**src/rtl/static_group_router_pkg.sv**
```systemverilog
// Shared types, constants and helpers for static_group_router and its watchdog.
package static_group_router_pkg;

   typedef enum logic [1:0] {
      IDLE = 2'd0,
      REQ  = 2'd1,
      RESP = 2'd2
   } state_e;

   // Read data returned with an error response (unmapped group or timeout).
   localparam int ERR_RDATA = 0;

   function automatic int gid_width(input int num_groups);
      return (num_groups > 1) ? $clog2(num_groups) : 1;
   endfunction

endpackage

```
**src/rtl/static_group_router_wdog.sv**
```systemverilog
// REQ-phase watchdog: counts enabled cycles since the last clear and flags the
// cycle in which the count would reach LIMIT.
module static_group_router_wdog #(
   parameter int LIMIT = 255
) (
   input  logic clk,
   input  logic rst,
   input  logic clear_i,
   input  logic enable_i,
   output logic expired_o
);

   localparam int CNT_W = $clog2(LIMIT + 1);

   logic [CNT_W-1:0] cnt_q, cnt_d;

   always_comb begin
      cnt_d = cnt_q;
      if (clear_i) begin
         cnt_d = '0;
      end else if (enable_i) begin
         cnt_d = cnt_q + 1'b1;
      end
   end

   always_ff @(posedge clk) begin
      if (rst) begin
         cnt_q <= '0;
      end else begin
         cnt_q <= cnt_d;
      end
   end

   // Expiry is flagged in the LIMIT-th REQ cycle so RESP follows immediately.
   assign expired_o = enable_i && (cnt_q == CNT_W'(LIMIT - 1));

endmodule

```
**src/rtl/static_group_router.sv**
```systemverilog
// Registered router from the static register port to NUM_GROUPS register groups.
// Define STATIC_GROUP_ROUTER_TIMEOUT_EN to add a REQ-phase watchdog timeout.
module static_group_router
   import static_group_router_pkg::*;
#(
   parameter int NUM_GROUPS     = 3,
   parameter int ADDR_W         = 20,
   parameter int DATA_W         = 32,
   parameter int GID_W          = gid_width(NUM_GROUPS),
   parameter int TIMEOUT_CYCLES = 255
) (
   input  logic                         clk,
   input  logic                         rst,
   input  logic                         scan_id,
   input  logic                         static_wen,
   input  logic                         static_ren,
   input  logic [ADDR_W-1:0]            static_addr,
   input  logic [DATA_W-1:0]            static_wdata,
   output logic [DATA_W-1:0]            static_rdata,
   output logic                         static_ready,
   output logic                         static_err,
   output logic                         static_busy,
   output logic [NUM_GROUPS-1:0]        scan_id_g,
   output logic [NUM_GROUPS-1:0]        static_wen_g,
   output logic [NUM_GROUPS-1:0]        static_ren_g,
   output logic [NUM_GROUPS*ADDR_W-1:0] static_addr_g,
   output logic [NUM_GROUPS*DATA_W-1:0] static_wdata_g,
   input  logic [NUM_GROUPS*DATA_W-1:0] static_rdata_g,
   input  logic [NUM_GROUPS-1:0]        static_ready_g
);

   state_e                  state_q, state_d;
   logic [ADDR_W-1:0]       addr_q, addr_d;
   logic [DATA_W-1:0]       wdata_q, wdata_d;
   logic [GID_W-1:0]        gid_q, gid_d;
   logic                    wr_q, wr_d;
   logic [DATA_W-1:0]       rdata_q, rdata_d;
   logic                    err_q, err_d;
   logic [NUM_GROUPS-1:0]   scan_q, scan_d;

   logic [GID_W-1:0]        gid_in;
   logic                    gid_mapped;
   logic                    wdog_expired;

   assign gid_in     = static_addr[ADDR_W-1 -: GID_W];
   assign gid_mapped = {{(32-GID_W){1'b0}}, gid_in} < 32'(NUM_GROUPS);

`ifdef STATIC_GROUP_ROUTER_TIMEOUT_EN
   static_group_router_wdog #(
      .LIMIT(TIMEOUT_CYCLES)
   ) u_wdog (
      .clk      (clk),
      .rst      (rst),
      .clear_i  (state_q != REQ),
      .enable_i (state_q == REQ),
      .expired_o(wdog_expired)
   );
`else
   assign wdog_expired = 1'b0;
`endif

   always_comb begin
      state_d = state_q;
      addr_d  = addr_q;
      wdata_d = wdata_q;
      gid_d   = gid_q;
      wr_d    = wr_q;
      rdata_d = rdata_q;
      err_d   = err_q;
      scan_d  = scan_q;
      unique case (state_q)
         IDLE: begin
            if (static_wen || static_ren) begin
               addr_d  = static_addr;
               wdata_d = static_wdata;
               gid_d   = gid_in;
               wr_d    = static_wen;
               if (gid_mapped) begin
                  state_d        = REQ;
                  scan_d[gid_in] = scan_id;
               end else begin
                  state_d = RESP;
                  err_d   = 1'b1;
                  rdata_d = DATA_W'(ERR_RDATA);
               end
            end
         end
         REQ: begin
            // Group ready takes precedence over a watchdog expiry in the same cycle.
            if (static_ready_g[gid_q]) begin
               state_d = RESP;
               err_d   = 1'b0;
               rdata_d = static_rdata_g[gid_q*DATA_W +: DATA_W];
            end else if (wdog_expired) begin
               state_d = RESP;
               err_d   = 1'b1;
               rdata_d = DATA_W'(ERR_RDATA);
            end
         end
         RESP: begin
            state_d = IDLE;
         end
         default: begin
            state_d = IDLE;
         end
      endcase
   end

   always_ff @(posedge clk) begin
      if (rst) begin
         state_q <= IDLE;
         addr_q  <= '0;
         wdata_q <= '0;
         gid_q   <= '0;
         wr_q    <= 1'b0;
         rdata_q <= '0;
         err_q   <= 1'b0;
         scan_q  <= '0;
      end else begin
         state_q <= state_d;
         addr_q  <= addr_d;
         wdata_q <= wdata_d;
         gid_q   <= gid_d;
         wr_q    <= wr_d;
         rdata_q <= rdata_d;
         err_q   <= err_d;
         scan_q  <= scan_d;
      end
   end

   assign static_rdata = rdata_q;
   assign static_err   = err_q;
   assign static_ready = (state_q == RESP);
   assign static_busy  = (state_q != IDLE);
   assign scan_id_g    = scan_q;

   for (genvar g = 0; g < NUM_GROUPS; g++) begin : g_fanout
      logic sel;
      assign sel                                = (state_q == REQ) && (gid_q == GID_W'(g));
      assign static_wen_g[g]                    = sel && wr_q;
      assign static_ren_g[g]                    = sel && !wr_q;
      assign static_addr_g[g*ADDR_W +: ADDR_W]  = sel ? addr_q : '0;
      assign static_wdata_g[g*DATA_W +: DATA_W] = sel ? wdata_q : '0;
   end

endmodule

```
**config.mk**
```make
export PLATFORM = sky130hd
export DESIGN_NAME = static_group_router
export DESIGN_NICKNAME = d
export VERILOG_FILES = /design/src/rtl/static_group_router_pkg.sv /design/src/rtl/static_group_router_wdog.sv /design/src/rtl/static_group_router.sv
export SDC_FILE = /design/constraint.sdc
export NUM_CORES = 1
export LEC_CHECK = 0
export CAP_MARGIN = 20
export CORE_AREA = 10 10 130 132
export DETAILED_ROUTE_END_ITERATION = 6
export DIE_AREA = 0 0 140 142
export PLACE_DENSITY = 0.89
export SLEW_MARGIN = 5
export SYNTH_ARGS = -nofsm -noshare
export SYNTH_HDL_FRONTEND = slang
export SYNTH_HIERARCHICAL = 1
export SYNTH_SLANG_ARGS = --single-unit
```
**constraint.sdc**
```tcl
create_clock -name clk -period 3.2 [get_ports clk]
set_input_delay 0.32 -clock clk [delete_from_list [all_inputs] [get_ports clk]]
set_output_delay 0.32 -clock clk [all_outputs]
set_load 0.005 [all_outputs]
```
==> impl_metrics.ini <==
[run_status]
status = finished, final reports clean

[clock_network]
cts.clk_slew.worst_paths_ps = 70
clk_latency_ps = 350
cts-buffers-inserted = 9
ctsLongestPathBuffers = 2
cts.sink_count = 91
h-tree-depth = 3
post_cts_buffers = 0
cts_hold_buf = 0
cts_tree = yes
clock-root-buffer = clkbuf_16
cts_resized = 0

[cells_and_area]
design_area_um2 = 9060
num_antenna_cells = 0
fillers = 1226
drive_gt1_share_pct = 4.05
seqCellArea_um2 = 1820
area_growth_pct = 76.5
multi_input_area_um2 = 3050
nNetsFinal = 1139

[routing]
routed_wirelength_mm = 20.9
drt_iter0_drc = 206
drc_errors = 0
wire_per_inst_um = 17.9
antenna_left = 0
post_drt_via_cell_ratio = 4.81
firstDrtPassIters = 6
vias = 5639

[place]
gp_congestion = 0.795
hpwl_mm = 16.7
port_buffers = 351
place_area_um2 = 8720

[min_path]
hp-class = in2reg
hp-start = rst
min_path_cells = 2
hold_end = state_q[1]

[timing]
clock_skew_ps = 5.84
fin_crit_sh_pct = 85.2
rsz0062_at_grt = false
setup_viol = 0
hold_viol = 0
fin_tns_setup_ps = 0
slew_violations = 0
maxSlewHeadroom_pct = 30.2
min_period_ps = 2720
worst_pin_slew_ps = 1050
fmax_mhz = 367

[global_routing]
grt-ovfl-total = 0
antenna_found_initial = 0
first_global_vias = 5623
grt_usage_pct = 19.8
grt_max_degree = 71
grt_pass1_wl_mm = 31.5

[logic_synthesis]
yosysMostFrequentCell = and2_1
synth_top_area_share_pct = 35.5
synth.distinct_cells = 38
synth_top_flop_cell = dfxtp_1
synth_edf_count = 0
yosys.area.top_type = dfxtp_1
yosys_warnings = 6
synth-async-reset-ratio_pct = 0
synth-seq-cells = 91
yosysSeqAreaShare_pct = 35.5
netlist_area_um2 = 5130
syn_avg_cell_area_um2 = 7.77
synth_top_cells_by_count = and2_1 (170), nand2_1 (123), dfxtp_1 (91), a21oi_1 (54), mux2i_1 (50)
syn_inst = 661
yosys-top-cells-area = dfxtp_1 (35%), and2_1 (21%), mux2i_1 (9.7%)

[setup_path]
cp_slowest_stage_delay_ps = 500
cpLargestDelayFamily = simple AND/OR/NAND/NOR gates
startpoint_type = flip-flop
crit_chain = nand2b_2, nor3b_4, buf_12, and2_1, clkdlybuf4s50_1
crit_slowest_cell = clkdlybuf4s50_1
reg2reg_from = addr_q[18]
arrival_ps = 2400
rr_worst_depth = 5
path_class = reg2out
cp.required_ps = 2880
end_kind = output port
crit_buf_inv = 2
rr_endpoint = static_rdata[19]
crit_fanout = 43
reg2reg_slack_ps = 940

[floorplanning]
dieArea_um2 = 19900
num_io_pins = 356
dieWidth_um = 140
initial_core_util_pct = 35.9
coreArea_um2 = 14300
die_h_um = 142
num_rows = 44

[power]
vdd_ir_drop_max_v = 0.000220
p_per_area_nw_per_um2 = 368
power.leakage_uw = 0.00349

[run]
cap_violations = 0
-- layer usage --
layer	track usage, %	vias to the layer above	share of wire (%)	routed length, µm
met5	0	-	0	0
met1	20.0	2572	37	7640
met2	35.3	260	51	10600
met4	7.77	0	2.5	513
met3	8.34	28	10	2150
li1	-	2779	-	-
-- layout make-up --
cell class              instances  share of cell area (%)
clock buffers                  11                    2.68
clock inverters                 5                    1.10
inverters                       6                   0.248
multi-input cells             514                    33.6
flip-flops and latches         91                    20.1
well taps                     184                    2.54
repair buffers                361                    39.7
-- worst reg2reg max path, cell delays in order, from the launching register on --
cell	delay, ps
dfxtp_2	550
buf_4	480
mux2i_1	200
o21a_1	250
nor3_4	470
a22o_1	240
-- cell families (layout without fill, tap and decap cells) --
kind of cell           after synthesis  in the layout  share of synthesized area (%)
multiplexers                        50             50                           9.75
AND/OR/NAND/NOR                    348            348                           36.1
flip-flops                          91             91                           35.5
other                                1              4                         0.0730
AO/OA/AOI/OAI                      112            112                           12.9
buffers and inverters               59            383                           5.68
-- power breakdown --
group	switching [µW]	internal (µW)
sequential	82.6	1220
clock	439	782
combinational	380	433
-- state kept, by name (all words and copies together), names as in the netlist --
name	cells
wdata_q	32
static_rdata	32
state_q	2
static_err	1
addr_q	20
scan_id_g	3
wr_q	1
-- cell usage in the layout, fill, tap and decap left out, types with 2 or more instances in the layout --
| cell type | n |
|---|---|
| o21ai_1 | 5 |
| nand2_1 | 122 |
| nor3_4 | 2 |
| bufinv_16 | 3 |
| o21ai_0 | 27 |
| nand4_1 | 3 |
| and2b_1 | 2 |
| and2_1 | 169 |
| nand2b_1 | 16 |
| dfxtp_1 | 90 |
| a21oi_1 | 54 |
| mux2i_1 | 50 |
| clkdlybuf4s50_1 | 350 |
| inv_1 | 6 |
| buf_4 | 9 |
| nor2b_1 | 2 |
| o31ai_1 | 2 |
| conb_1 | 4 |
| clkinv_2 | 2 |
| clkbuf_16 | 9 |
| nor2_1 | 23 |
| a22o_1 | 16 |
-- how the worst max path moves through the flow --
stage	slack, ps	cells after the start	startpoint	end
after floorplan	1650	4	state_q[1]	static_wdata_g[54]
after global placement	890	5	state_q[1]	static_wdata_g[46]
after detailed placement	800	5	state_q[0]	static_wdata_g[46]
after CTS	400	5	state_q[0]	static_wdata_g[46]
after global routing	310	5	state_q[0]	static_wdata_g[46]
final	480	5	state_q[0]	static_wdata_g[38]
-- metrics by stage --
step	hold slack, ps	setup slack [ps]	total power (µW)	instances	util [%]
6_report	307	475	3340	1172	63.3
5_1_grt	325	312	3500	1172	63.3
4_1_cts	297	403	3380	1172	63.3
3_5_place_dp	455	799	2150	1156	60.9
3_3_place_gp	448	892	2130	1156	60.9
2_1_floorplan	447	1650	1720	664	-
(Power assumes the default switching activity.)
